## config.mk

```make
export PLATFORM = sky130hd
export DESIGN_NAME = banda_result_collector
export DESIGN_NICKNAME = d
export VERILOG_FILES = /design/src/rtl/banda_result_collector.sv
export SDC_FILE = /design/constraint.sdc
export NUM_CORES = 1
export LEC_CHECK = 0
export ABC_CLOCK_PERIOD_IN_PS = 1900
export CAP_MARGIN = 15
export CORE_MARGIN = 1.5
export CORE_UTILIZATION = 35
export CTS_CLUSTER_SIZE = 8
export DETAILED_ROUTE_END_ITERATION = 10
export GPL_TIMING_DRIVEN = 0
export HOLD_SLACK_MARGIN = 0.06
export PLACE_DENSITY = 0.54
export SYNTH_ARGS = -nofsm -noshare
export SYNTH_HDL_FRONTEND = slang
export SYNTH_SLANG_ARGS = --single-unit
```

## constraint.sdc

```tcl
create_clock -name clk -period 1.9 [get_ports clk]
set_input_delay 0.38 -clock clk [delete_from_list [all_inputs] [get_ports clk]]
set_output_delay 0.38 -clock clk [all_outputs]
set_load 0.02 [all_outputs]
```

## src/rtl/banda_result_collector.sv

```systemverilog
// ---------------------------------------------------------------------------
// banda_result_collector
//
// Reader end of the assembly-line pipeline.  The serial single-bit pipeline
// result f is sampled on load-qualified edges, but only when the valid tag
// that travelled alongside the tuple says the slot holds real data.  Captured
// bits are packed LSB-first into WIDTH-bit words.  Finished words are handed
// to a one-entry valid/ready output register.  A word that completes while
// that register is still occupied and not being drained is dropped, and the
// sticky overflow flag is raised.
//
// Parameters
//   WIDTH    bits per assembled output word (2..32)
//   LATENCY  load-gated register stages between pipeline input and f (1..8)
//
// Ports
//   clk        system clock, rising edge
//   clear      asynchronous active-low reset
//   load       pipeline advance strobe (same enable as the pipeline registers)
//   in_valid   tuple entering the pipeline on this load edge is real data
//   f          pipeline result bit (output of the final pipeline register)
//   out_ready  downstream accepts out_data
//   out_data   assembled word, LSB = earliest result
//   out_valid  out_data holds an unconsumed word
//   overflow   sticky: a completed word was dropped
//   bit_cnt    bits collected toward the current word
//   out_parity XOR of the word held in out_data (only with BANDA_PARITY_EN)
//
// Build option
//   BANDA_PARITY_EN  when defined, adds the registered out_parity output.
// ---------------------------------------------------------------------------
module banda_result_collector #(
   parameter int WIDTH   = 8,
   parameter int LATENCY = 4,
   localparam int CNT_W  = $clog2(WIDTH + 1)
) (
   input  logic             clk,
   input  logic             clear,
   input  logic             load,
   input  logic             in_valid,
   input  logic             f,
   input  logic             out_ready,
   output logic [WIDTH-1:0] out_data,
   output logic             out_valid,
   output logic             overflow,
   output logic [CNT_W-1:0] bit_cnt
`ifdef BANDA_PARITY_EN
   ,
   output logic             out_parity
`endif
);

   typedef enum logic {
      EMPTY = 1'b0,
      FULL  = 1'b1
   } state_t;

   state_t             state_q, state_d;
   logic [LATENCY-1:0] tag_q, tag_d;
   logic [WIDTH-1:0]   shift_q;
   logic [WIDTH-1:0]   word_w;
   logic [CNT_W-1:0]   bit_cnt_q, bit_cnt_d;
   logic [WIDTH-1:0]   out_data_q, out_data_d;
   logic               overflow_q, overflow_d;
   logic               capture;
   logic               complete;

   // The tag pipe mirrors the data pipeline: a tuple's valid bit reaches
   // the top of the pipe exactly when its result is present on f.
   assign tag_d[0] = in_valid;
   for (genvar gi = 1; gi < LATENCY; gi++) begin : g_tag
      assign tag_d[gi] = tag_q[gi-1];
   end

   assign capture  = load & tag_q[LATENCY-1];
   assign complete = capture && (bit_cnt_q == CNT_W'(WIDTH - 1));

   // Current word with f merged at the write position.  This is both the
   // shift register's next value and, on completion, the finished word,
   // so the last bit never costs an extra cycle.
   for (genvar gi = 0; gi < WIDTH; gi++) begin : g_word
      assign word_w[gi] = (bit_cnt_q == CNT_W'(gi)) ? f : shift_q[gi];
   end

   always_comb begin
      bit_cnt_d = bit_cnt_q;
      if (capture) begin
         bit_cnt_d = complete ? '0 : bit_cnt_q + CNT_W'(1);
      end
   end

   always_ff @(posedge clk or negedge clear) begin
      if (!clear) begin
         tag_q     <= '0;
         shift_q   <= '0;
         bit_cnt_q <= '0;
      end else if (load) begin
         tag_q     <= tag_d;
         bit_cnt_q <= bit_cnt_d;
         if (capture) begin
            shift_q <= word_w;
         end
      end
   end

   // Output holding register FSM.
   always_comb begin
      state_d    = state_q;
      out_data_d = out_data_q;
      overflow_d = overflow_q;
      case (state_q)
         EMPTY: begin
            if (complete) begin
               out_data_d = word_w;
               state_d    = FULL;
            end
         end
         FULL: begin
            if (out_ready) begin
               // Draining and refilling on the same edge keeps FULL.
               if (complete) begin
                  out_data_d = word_w;
               end else begin
                  state_d = EMPTY;
               end
            end else if (complete) begin
               overflow_d = 1'b1;
            end
         end
         default: state_d = EMPTY;
      endcase
   end

   always_ff @(posedge clk or negedge clear) begin
      if (!clear) begin
         state_q    <= EMPTY;
         out_data_q <= '0;
         overflow_q <= 1'b0;
      end else begin
         state_q    <= state_d;
         out_data_q <= out_data_d;
         overflow_q <= overflow_d;
      end
   end

   assign out_data  = out_data_q;
   assign out_valid = (state_q == FULL);
   assign overflow  = overflow_q;
   assign bit_cnt   = bit_cnt_q;

`ifdef BANDA_PARITY_EN
   logic parity_q, parity_d;

   // Parity follows out_data: it is recomputed only when a word is loaded.
   always_comb begin
      parity_d = parity_q;
      if (complete && (state_q == EMPTY || out_ready)) begin
         parity_d = ^word_w;
      end
   end

   always_ff @(posedge clk or negedge clear) begin
      if (!clear) begin
         parity_q <= 1'b0;
      end else begin
         parity_q <= parity_d;
      end
   end

   assign out_parity = parity_q;
`endif

endmodule

```

# Yosys cells after proc, flatten, opt, wreduce, memory -nomap -nowiden
# Index checks and enable logic that the tools add are counted.
[totals]
regBits = 26
latchBits = 0
ram_bits = 0
mem_bits_ro = 0
in_bits = 6
wordCells = 37
n_memories = 0
[op_classes]
n_addsub = 1
multipliers = 0
n_div = 0
magnitude_cmp = 0
eq_ne = 8
shifts = 0
muxes = 15
bitwise = 3
reduce_logical = 4
[ops]
columns = ["operator", "count"]
rows = [
  ["$eq 4x3->1 const B", 4],
  ["$mux 8", 2],
  ["$pmux 8 s2", 1],
  ["$mux 1", 10],
  ["$eq 4x2->1 const B", 2],
  ["$add 4x1->4 const B", 1],
  ["$eq 4x1->1 const B", 1],
  ["$logic_not 4->1", 1],
  ["$mux 4", 1],
  ["$reduce_and 3->1", 1],
  ["$ne 2x2->1 const B", 1],
  ["$not 1->1", 2],
  ["$pmux 1 s2", 1],
  ["$reduce_and 2->1", 1],
  ["$and 1x1->1", 1],
  ["$logic_and 1x1->1", 1],
]

# Depth between registers and ports, before layout
# Gate-level depths: netlist of the first run.
[depth]
depth_word = 5
depth_mapped = 5
mapped_depth_nobuf = 5

# Worst setup path after synthesis of the first run
# OpenSTA, ideal clock, no wires.
[synth_path]
path_type = "register to register"
from = "reg bit_cnt_q[0] (netlist: bit_cnt[0])"
to = "reg out_data_q[0] (netlist: out_data[0])"
arrival_ps = 1601
required_ps = 1775
path_slack_ps = 174
stages_incl_launch_ff = 6
path_buffers = 0
period_less_slack_ps = 1726
path_cell_list = "dfrtp_1 inv_1 ha_1 nor3b_1 mux2_2 mux2_4"
[synth_between]
elab_chain_len = 5
word_cells_on_any_way = 7
classes_between = "1 x eq/ne; 4 x mux; 2 x reduce/logical"
[synth_lines]
columns = ["element", "line", "text"]
rows = [
  ["start, declared", "62", "logic [CNT_W-1:0] bit_cnt_q, bit_cnt_d;"],
  ["start signal, assigned", "99", "bit_cnt_q <= bit_cnt_d;"],
  ["$logic_not 4->1 or $eq 4x3->1 (tied branches)", "82, 76", ""],
  ["$mux 1 or $logic_and 1x1->1 (tied branches)", "82, 76", ""],
  ["$mux 8 (*)", "113, 121", ""],
  ["$mux 8", "119", "if (out_ready) begin"],
  ["$pmux 8 s2 (*)", "111", "case (state_q)"],
  ["end signal, assigned", "141", "out_data_q <= out_data_d;"],
  ["end, declared", "63", "logic [WIDTH-1:0] out_data_q, out_data_d;"],
]
# Mark *: on every way between the ends. The rest lies on a longest branch, timed or not. The select of a mux whose other input is x is not followed.
# A chain may end at the register's enable or synchronous reset.

# Worst setup path in the final report of the first run
[layout_path]
from = "reg bit_cnt_q[1] (netlist: bit_cnt[1])"
to = "out bit_cnt[1]"
[layout_lines]
columns = ["element", "line", "text"]
rows = [
  ["end, declared", "46", "output logic [CNT_W-1:0] bit_cnt"],
]
# No word-level cell between the ends.

==> results by group, run 1 <==
Yosys
  – Synth Cell Area: about 0.0012 mm²
  – Number of flops mapped to enable cells by yosys: 0
  – Synthesized Nets: approximately 110
  – Synth top area share: 53.2%
  – Post-synthesis register bit count: 25
  – Sequential-to-total area share from yosys stat: 53.2%
  – YS warnings: 0
  – Synth cell types: 23
  – Commonest cells in the netlist: dfrtp_1 (25), mux2i_1 (12), nand2_1 (10), o21ai_0 (9), inv_1 (8)
  – Post-synth ARST share: 100%
  – Synth area leaders: dfrtp_1 (53%), mux2i_1 (10%), mux2_2 (5.8%)
  – Gate Count Post-Synth: 99
  – Cell with the most instances after synthesis: dfrtp_1
  – Average footprint of a synthesized cell: 11.9 µm²
  – Top_reg_cell synth: dfrtp_1
  – Leading area contributor after synthesis: dfrtp_1

Setup path
  – Slowest cell on the critical path: clkdlybuf4s50_1
  – Buf/Inv on CP: 1
  – Critical path peak fanout: 5
  – Crit-path max cell delay: 0.63 ns
  – Crit Path Class: flip-flop to output pin
  – Worst reg2reg startpoint: bit_cnt[0]
  – CP required: approximately 1.5 ns
  – Critical path data arrival time: around 1.4 ns
  – CP startpoint kind: flip-flop
  – Worst Setup EP: bit_cnt[1]
  – Setup crit start: bit_cnt[1]
  – Reg2reg path depth: 5
  – R2r endpoint: out_data[0]
  – Critical path's top delay family: buffers and inverters
  – CP endpoint kind: output pin
  – Worst path depth: 1
  – Setup slack, reg-to-reg: around 0.2 ns
  – Cells along the critical path: clkdlybuf4s50_1

STA
  – Top achievable clock speed: 562 MHz
  – Fin worst setup slack: 0.121 ns
  – Post-layout min period: 1.78 ns
  – Final period utilization: 93.7%
  – Fin Clk Skew: about 0.014 ns
  – Worst slew pin tran: 0.540 ns
  – RSZ-0062 raised after global routing: false
  – Final Max Slew Viols: 0
  – Setup-failing EPs final: 0
  – Max_slew headroom: 63.9%
  – Fin Setup TNS: 0 ns
  – Hold Violations, Final: 0

Detailed routing
  – Via Count: 776
  – Final antenna-violating net count: 0
  – Avg WL per Cell: 12.3 µm
  – Via density: about 4.6
  – Initial DRC count: 6
  – # DRC: 0
  – Drt pass-1 iters: 2
  – Final WL: between 2 and 2.5 mm

Global route
  – Global-route wire length before repair: 3.49 mm
  – Largest net degree at the start of global routing: 26
  – GRT Total Usage: 12.8%
  – Initial antenna violation count: 0
  – Vias in the first global route: roughly 740
  – Total congestion overflow: 0

Layout
  – Layout cell share with drive strength beyond 1: 16.9%
  – Post-route insts no fill: 168
  – Ant. Diodes: 0
  – NumNets Final: 135
  – Fill cells: 311
  – P&R area growth vs syn: 25.2%

Place
  – Placement Setup Slack: -0.295 ns
  – GPL Wtd Cong: between 0.7 and 0.8
  – PortBufs: 18
  – Dpl hpwl: 1.44 mm
  – Placed cell count: 161

Run
  – Max Cap Viol: 0

Power
  – Lkg Pwr: 0.675 nW
  – Total power: 0.00203 W
  – VDD IR max: 0.483 mV
  – Power Dens Cells: ~1400 mW/mm²

CTS
  – TritonCTS Buffers: 3
  – Root Buffer: clkbuf_4
  – Clock-pin slew on the worst setup and hold paths: 0.14 ns
  – Post-CTS Hold Fix Bufs: 0
  – Htree depth: 1
  – Clock Path Buffers: 2
  – Clk_lat worst skew: 0.32 ns
  – CTS tree: built
  – CTS sink count: 25

Floorplanning
  – Initial Util: 37.6%
  – Core area: approximately 0.0031 mm²
  – Row cnt: 20
  – Io pins: 20
  – Die H: 60.9 µm
  – Die W: 60.9 µm
  – Die area: 0.00371 mm²

Min path
  – Hold Crit Class: input port to async pin

Outcome
  – Status: complete, no violations
## repair_timing
item                       4_1_cts  5_1_grt
resized for setup                0        1
setup buffers                    0        2
setup endpoints to repair        0        2
## metrics by stage
step           hold WS, ns  utilization (%)  instance area, µm²
4_1_cts              0.484             45.9                1440
6_report             0.389             47.0                1470
5_1_grt              0.411             47.0                1470
2_1_floorplan       0.0844                -                1170
3_5_place_dp         0.452             45.1                1410
3_3_place_gp         0.443             45.1                1410
## cell usage in the layout, fill, tap and decap left out, types with 3 or more instances in the layout
cell type         n
clkbuf_1          3
clkbuf_4          3
clkdlybuf4s50_1  18
dfrtp_1          25
ha_1              4
inv_1             8
mux2_2            6
mux2i_1          12
nand2_1          10
nand3b_1          3
nor3b_1           3
o21ai_0           9
## registers in the layout, indices dropped and copies added (netlist names)
register and count:
overflow 1, tag_q 4, out_valid 1, out_data 8, shift_q 7, bit_cnt 4
## power by group
group	total [W]	internal [W]	leakage (nW)	switching [W]
Clock	0.000241	0.0000821	0.0150	0.000159
Combinational	0.000958	0.000468	0.353	0.000489
Sequential	0.000827	0.000718	0.307	0.000109
Total	0.00203	0.00127	0.675	0.000758
## worst min-delay path by stage
stage          startpoint          to  slack [ns]  cells after the start
2_1_floorplan       clear  bit_cnt[0]        0.08                      0
3_3_place_gp     overflow    overflow        0.44                      1
3_5_place_dp     overflow    overflow        0.45                      1
4_1_cts          overflow    overflow        0.48                      1
5_1_grt             clear  shift_q[0]        0.41                      1
6_report            clear  bit_cnt[1]        0.39                      1
## per-layer routing
metal | routed length [µm] | vias to the layer above | track usage (%)
li1 | - | 385 | -
met1 | 1030 | 375 | 18.5
met2 | 957 | 14 | 18.4
met3 | 64 | 2 | 1.92
met4 | 18 | 0 | 6.52
met5 | 0 | - | 0
## cell families (layout without fill, tap and decap cells)
group	after synthesis	count (layout)	share of synthesized area (%)
and+or+nand+nor	27	27	14.7
DFF	25	25	53.2
muxes	20	20	18.5
buffers and inverters	12	37	4.05
AOI/OAI and AO/OA	10	10	4.47
adders and majority gates	4	4	4.26
xor gates and xnor gates	1	1	0.746
## layout make-up
type	count	area [µm²]	area share, %
flip-flops and latches	25	626	42.5
multi-input cells	62	507	34.4
repair buffers	21	210	14.3
plain buffers	4	17.5	1.19
inverters	8	30.0	2.04
well taps	44	55.1	3.74
clock buffers	4	26.3	1.79
No activity file was read; power rests on OpenSTA's default activity.
==> run 2, diff against run 1 <==
--- a/config.mk
+++ b/config.mk
@@ -7,7 +7,6 @@
 export LEC_CHECK = 0
 export ABC_CLOCK_PERIOD_IN_PS = 1900
 export CAP_MARGIN = 15
-export CORE_MARGIN = 1.5
 export CORE_UTILIZATION = 35
 export CTS_CLUSTER_SIZE = 8
 export DETAILED_ROUTE_END_ITERATION = 10
==> run 2 against run 1 <==
- global-route usage fell by 0.62 points
- critical path depth unchanged
- sequential power about the same
- first-iteration DRC count rose to 3.2 times the previous value
- clock power is 2% lower
- register-to-register slack is essentially flat
- clock-buffer cell count did not move
- setup slack gained 0.0023 ns
- cell count unchanged
- cell area did not move
- sequential cell count did not move
- utilization unchanged
- highest routed layer unchanged
==> results by group, run 2 (same netlist as run 1, synthesis figures left out) <==
Outcome
  – Status: complete, no violations

STA
  – Fin worst setup slack: approximately 0.12 ns
  – Post-layout min period: 1.78 ns
  – Fin Clk Skew: 0.00177 ns
  – Max_slew headroom: 64.1%
  – RSZ-0062 raised after global routing: false
  – Final period utilization: 93.5%
  – Setup-failing EPs final: 0
  – Worst slew pin tran: 0.536 ns
  – Hold Violations, Final: 0
  – Final Max Slew Viols: 0
  – Top achievable clock speed: 563 MHz

Setup path
  – Worst reg2reg startpoint: bit_cnt[0]
  – Critical path data arrival time: 1.40 ns
  – CP startpoint kind: flip-flop
  – Setup crit start: bit_cnt[0]
  – CP endpoint kind: output pin
  – Slowest cell on the critical path: clkdlybuf4s50_1
  – CP required: 1.52 ns
  – Crit-path max cell delay: 0.63 ns
  – Buf/Inv on CP: 1
  – Crit Path Class: flip-flop to output pin
  – Critical path peak fanout: 5
  – Cells along the critical path: clkdlybuf4s50_1
  – Critical path's top delay family: buffers and inverters

Global route
  – GRT Total Usage: 12.1%
  – Total congestion overflow: 0
  – Initial antenna violation count: 0
  – Vias in the first global route: around 700
  – Largest net degree at the start of global routing: 26
  – Global-route wire length before repair: 3.22 mm

Detailed routing
  – Drt pass-1 iters: 4
  – Detail Route met3 WL: 85 µm
  – Max layer used: met4
  – # DRC: 0
  – Via density: ~4.5
  – Initial DRC count: 19
  – Final WL: 1.96 mm
  – Metal-1 WL: 977 µm
  – Via Count: 756
  – Final antenna-violating net count: 0
  – Met2 WL: 874 µm
  – Avg WL per Cell: 11.7 µm

CTS
  – Htree depth: 1
  – Clk_lat worst skew: 0.31 ns
  – TritonCTS Buffers: 3
  – Root Buffer: clkbuf_4
  – CTS tree: built
  – Clock-pin slew on the worst setup and hold paths: around 0.13 ns
  – CTS sink count: 25
  – Clock Path Buffers: 2
  – Post-CTS Hold Fix Bufs: 0

Floorplanning
  – Die W: ~60 µm
  – Die H: 59.9 µm
  – Io pins: 20
  – Die area: 0.00359 mm²
  – Initial Util: between 30 and 40%
  – Core area: around 0.0031 mm²
  – Row cnt: 20

Power
  – Power Dens Cells: 1370 mW/mm²
  – Total power: 0.00202 W
  – Lkg Pwr: around 0.68 nW
  – VDD IR max: between 0.6 and 0.7 mV

Layout
  – P&R area growth vs syn: 25.2%
  – NumNets Final: 135
  – Most common cell after layout, fill and taps aside: dfrtp_1
  – Ant. Diodes: 0
  – Layout cell share with drive strength beyond 1: between 10% and 20%
  – Flip-flop count of the largest register after layout: 8
  – Most frequent cells in the layout: dfrtp_1 (25), clkdlybuf4s50_1 (18), mux2i_1 (12), nand2_1 (10), o21ai_0 (9)
  – Post-route insts no fill: 168

Place
  – Placed cell count: 161
  – Dpl hpwl: ~1.4 mm
  – PortBufs: 18
  – Placement Setup Slack: -0.313 ns
  – GPL Wtd Cong: approximately 0.73

Min path
  – Hold Crit Class: input port to async pin

Run
  – Max Cap Viol: 0
==> run 2: cell counts in the layout (fill, tap and decap cells not counted) <==
No cell type changed its count.
==> run 2: where the power goes <==
group / internal, W / leakage, nW / switching [W]
Clock: 0.0000820 / 0.0150 / 0.000154
Sequential: 0.000718 / 0.307 / 0.000110
Combinational: 0.000467 / 0.353 / 0.000484
==> run 2: metal layers <==
metal,GRT usage [%],up-vias
li1,-,382
met1,15.7,355
met2,19.7,15
met3,3.25,4
met4,3.99,0
met5,0,-
==> run 2: through the flow <==
stage | setup TNS, ns | utilization, % | area, µm² | hold WS [ns]
2_1_floorplan | 0 | - | 1170 | 0.0844
3_3_place_gp | -1.43 | 45.1 | 1410 | 0.444
3_5_place_dp | -1.69 | 45.1 | 1410 | 0.448
4_1_cts | 0 | 45.9 | 1440 | 0.478
5_1_grt | 0 | 47.0 | 1470 | 0.408
6_report | 0 | 47.0 | 1470 | 0.400
==> run 2: worst reg2reg max path: stages, from the launching register on <==
cell	delay [ns]
dfrtp_1	0.46
inv_1	0.15
ha_1	0.18
nor3b_2	0.20
mux2_2	0.36
mux2_4	0.25
==> run 2: final timing paths <==
check	to	slack, ns	cells after the start
max	bit_cnt[0]	0.12	1
min	out_data[0]	0.40	1
max reg2reg	out_data[0]	0.21	5
min reg2reg	overflow	0.47	1
max in group asynchronous	shift_q[2]	1.02	2
min in group clk	overflow	0.47	1
==> run 2: final cells by class <==
type / instances / area, µm²
well taps: 44 / 55.1
fillers: 294 / 1660
repair buffers: 21 / 210
inverters: 8 / 30.0
flip-flops and latches: 25 / 626
multi-input cells: 62 / 507
clock buffers: 4 / 26.3
plain buffers: 4 / 17.5
==> run 2: timing repair <==
| action | in CTS | in global routing |
|---|---|---|
| setup buffers | 0 | 2 |
| gates resized for setup | 0 | 1 |
| setup endpoints to repair | 0 | 2 |
==> run 3, diff against run 2 <==
--- a/config.mk
+++ b/config.mk
@@ -13,6 +13,7 @@
 export GPL_TIMING_DRIVEN = 0
 export HOLD_SLACK_MARGIN = 0.06
 export PLACE_DENSITY = 0.54
+export SETUP_SLACK_MARGIN = 0.2
 export SYNTH_ARGS = -nofsm -noshare
 export SYNTH_HDL_FRONTEND = slang
 export SYNTH_SLANG_ARGS = --single-unit
==> run 3 against run 2 <==
- sequential share of layout area shrank 0.51 points
- highest routed layer unchanged
- hold slack got worse by 0.027 ns
- global-route usage up 1.0 points
- sequential power grew 0.5%
- first-iteration DRC count down 47%
- clock skew is 0.012 ns higher
- setup slack improved by 0.13 ns
- die area stayed put
- utilization grew 0.76 points
- clock-buffer cell count fell by 1
==> results by group, run 3 (same netlist as run 1, synthesis figures left out) <==
Detailed routing
  – Via density: 4.55
  – Final WL: 1.98 mm
  – # DRC: 0
  – Initial DRC count: 10
  – Avg WL per Cell: 11.9 µm
  – Via Count: 760
  – Drt pass-1 iters: 3
  – Final antenna-violating net count: 0

Run
  – Max Cap Viol: 0

Setup path
  – Crit-path max cell delay: 0.60 ns
  – Buf/Inv on CP: 1
  – Critical path data arrival time: 1.27 ns
  – Slowest cell on the critical path: clkdlybuf4s50_1
  – Critical path's top delay family: buffers and inverters
  – Cells along the critical path: clkdlybuf4s50_1
  – CP endpoint kind: output pin
  – Worst reg2reg startpoint: bit_cnt[1]
  – CP startpoint kind: flip-flop
  – CP required: 1.52 ns
  – Crit Path Class: flip-flop to output pin
  – Setup crit start: overflow
  – Critical path peak fanout: 2

Global route
  – Initial antenna violation count: 0
  – Largest net degree at the start of global routing: 26
  – Met2 Use GR: between 20% and 30%
  – GRT Total Usage: 13.1%
  – Global-route wire length before repair: 3.51 mm
  – Global routing usage on met3: roughly 1.9%
  – Busiest layer in global routing: met2
  – Vias in the first global route: 818
  – Total congestion overflow: 0
  – GRT met1 Usage: 17.3%

CTS
  – Clk_lat worst skew: 0.32 ns
  – Clock Path Buffers: 2
  – Post-CTS Hold Fix Bufs: 0
  – Root Buffer: clkbuf_4
  – TritonCTS Buffers: 3
  – CTS sink count: 25
  – Htree depth: 1
  – CTS tree: built
  – Clock-pin slew on the worst setup and hold paths: 0.15 ns

STA
  – Hold Violations, Final: 0
  – Post-layout min period: 1.65 ns
  – Setup-failing EPs final: 0
  – Final period utilization: 86.9%
  – Worst slew pin tran: 0.505 ns
  – Max_slew headroom: between 60% and 70%
  – RSZ-0062 raised after global routing: false
  – Fin worst setup slack: 0.248 ns
  – Fin Clk Skew: 0.0135 ns
  – Fin Setup TNS: 0 ns
  – Top achievable clock speed: 605 MHz
  – Final Max Slew Viols: 0

Min path
  – Hold Crit Class: input port to async pin

Floorplanning
  – Row cnt: 20
  – Io pins: 20
  – Die H: 59.9 µm
  – Die area: about 0.0036 mm²
  – Die W: 59.9 µm
  – Core area: between 0.003 and 0.004 mm²
  – Initial Util: 37.6%

Power
  – Sw Ratio: 38.5%
  – Comb pwr share: 46.1%
  – Clock share of power: 12.2%
  – Sequential share of power: 41.6%
  – VDD IR max: 0.590 mV
  – Power Dens Cells: roughly 1300 mW/mm²
  – Pint: 0.00123 W
  – Lkg Pwr: ~0.72 nW
  – Switch Pwr: 0.000772 W

Place
  – PortBufs: 18
  – GPL Wtd Cong: 0.760
  – DP Area: 0.00142 mm²
  – Dpl hpwl: between 1 and 1.5 mm
  – Placement Setup Slack: -0.254 ns
  – Placed cell count: 161

Layout
  – Most common cell after layout, fill and taps aside: dfrtp_1
  – Layout cell share with drive strength beyond 1: 20.3%
  – Ant. Diodes: 0
  – NumNets Final: between 100 and 150
  – Post-route insts no fill: 167
  – Flip-flop count of the largest register after layout: 8
  – Fill cells: 304
  – Final Core Density: 47.8%
  – Final instance area: 0.00150 mm²
  – Most frequent cells in the layout: dfrtp_1 (23), mux2i_1 (12), nand2_1 (10), o21ai_0 (9)
  – P&R area growth vs syn: 27.3%

Outcome
  – Status: complete, no violations
==> run 3: changes by cell type in the layout (fill, tap and decap cells not counted), sizes merged <==
cell	previous run	this run
buf	5	4
clkbuf	6	5
clkdlybuf4s50	18	6
clkinvlp	0	1
dlygate4sd2	0	7
dlymetal6s2s	0	5
==> run 3: repair_timing <==
action                     4_1_cts  5_1_grt
setup buffers                    1        0
gates resized for setup          7        8
setup endpoints to repair        9        6
pin swaps                        1        0
==> run 3: final timing paths <==
path                               end  slack, ns  cells past startpoint
min in group clk              overflow       0.47                      1
hold / removal              bit_cnt[2]       0.37                      1
max in group asynchronous  out_data[2]       1.03                      2
setup / recovery              overflow       0.25                      1
setup reg to reg           out_data[0]       0.27                      5
hold reg to reg               overflow       0.47                      1
==> run 3: through the flow <==
stage	hold slack (ns)	power, W
2_1_floorplan	0.0844	0.00144
3_3_place_gp	0.439	0.00179
3_5_place_dp	0.448	0.00181
4_1_cts	0.479	0.00202
5_1_grt	0.384	0.00216
6_report	0.373	0.00200
==> run 3: cell type report <==
cell class	instances	area [µm²]	area share (%)
Tap cell	44	55.1	3.68
Sequential cell	25	628	42.0
Inverter	8	30.0	2.01
Multi-Input combinational cell	62	515	34.5
Buffer	4	17.5	1.17
Clock inverter	1	7.51	0.502
Timing Repair Buffer	20	219	14.6
Clock buffer	3	22.5	1.51
==> run 3: metal layers <==
metal	routed length [µm]	vias up
met1	976	367
met5	0	-
met2	919	10
met4	19	0
met3	64	2
li1	-	381
==> run 3: power by group through the flow <==
stage | combinational [W] | clock (W) | sequential, W
after floorplan | 0.000459 | 0 | 0.000982
after global placement | 0.000949 | 0 | 0.000838
after detailed placement | 0.000960 | 0 | 0.000849
after CTS | 0.000923 | 0.000259 | 0.000837
after global routing | 0.00102 | 0.000278 | 0.000865
final | 0.000924 | 0.000245 | 0.000833
==> variant: new RTL, config.mk and constraints of run 1 <==
The option `BANDA_PARITY_EN` is turned on by a define.
--- a/src/rtl/banda_result_collector.sv
+++ b/src/rtl/banda_result_collector.sv
@@ -29,6 +29,8 @@
 // Build option
 //   BANDA_PARITY_EN  when defined, adds the registered out_parity output.
 // ---------------------------------------------------------------------------
+`define BANDA_PARITY_EN
+
 module banda_result_collector #(
    parameter int WIDTH   = 8,
    parameter int LATENCY = 4,
Check against the original RTL (old outputs only; new: out_parity): equivalent (Yosys induction, for registers that start in step).
==> variant against run 1 <==
Wire length up 19%; area after synthesis increased by 14%; utilization grew 2.8 points; critical path depth grew 7; design area increased by 24%; global-route usage up 0.37 points; sequential cell count grew 2; first-iteration DRC count rose to 5.3 times the old value; die area is 13% higher; power is 49% higher; setup slack worse by 0.12 ns.
==> variant: results (changes against run 1) <==
[finish]
buffer_area_share_pct=16.8  ; +1.3 points
area_of_all_sequential_standard_cells_um2=678  ; +8.4%

[placed_design]
place_congestion=0.704  ; -4.5%
dpl.cell_count=182  ; +13%

[routing]
number_of_drc_violations_after_detailed_routing_iteration_0=32  ; +26
avgRoutedWirePerCell_um=12.7  ; +3.4%
wl_um=2460  ; +19%
met2_wirelength_um=1210  ; +26%
wl_met1_um=1150  ; +12%

[global_routing]
grt.total_usage_pct=13.1  ; +0.37 points
gr-usage-met1_pct=17.7  ; -0.80 points
grt_pass1_wl_um=4260  ; +22%
vias_in_the_first_global_route=880  ; +18%

[synth]
seq_area_frac_synth_pct=50.4  ; -2.9 points
post_synthesis_mean_instance_area_um2=11.8  ; -0.86%
synthTopCellsByCount=dfrtp_1 (27), nand2_1 (10), nor2_1 (10)
syn_nets=124  ; +14%

[clock_tree]
cts.root.buffer_cell=clkbuf_8
insertion_delay_ns=0.27  ; -0.05 ns

[critical_path]
cp_top_family=XOR/XNOR gates

[power]
sw_frac_of_total_pct=38.1  ; +0.74 points

[sta]
slew-limit-headroom_pct=58.0  ; -5.9 points
worst_clock_skew_ns=0.00541  ; -0.00841 ns

[worst_hold_path]
min_path_type=flip-flop to flip-flop

[run_status]
outcome=finished, final reports clean

-- variant: power groups by stage --
stage          logic (µW)  clock network, µW  registers, µW
2_1_floorplan         880                  0           1100
3_3_place_gp         1480                  0            930
3_5_place_dp         1490                  0            942
4_1_cts              1550                343            931
5_1_grt              1890                369            975
6_report             1750                326            939
-- variant: final timing paths --
kind,start,endpoint,slack (ns),cells after the start
worst max-delay path,bit_cnt[0],out_parity,0.002,8
worst min-delay path,overflow,overflow,0.47,1
worst max register to register,bit_cnt[0],out_parity,0.002,8
worst min register to register,overflow,overflow,0.47,1
max in group asynchronous,clear,bit_cnt[0],0.90,2
min in group asynchronous,clear,out_data[7],0.49,1
-- variant: stage by stage --
stage	total power [µW]	instance area, µm²	setup slack [ns]
finish	3010	1820	0.00178
global placement	2410	1600	-0.387
floorplan	1980	1350	0.0173
CTS	2820	1700	-0.113
detailed placement	2440	1630	-0.437
global route	3240	1820	-0.112
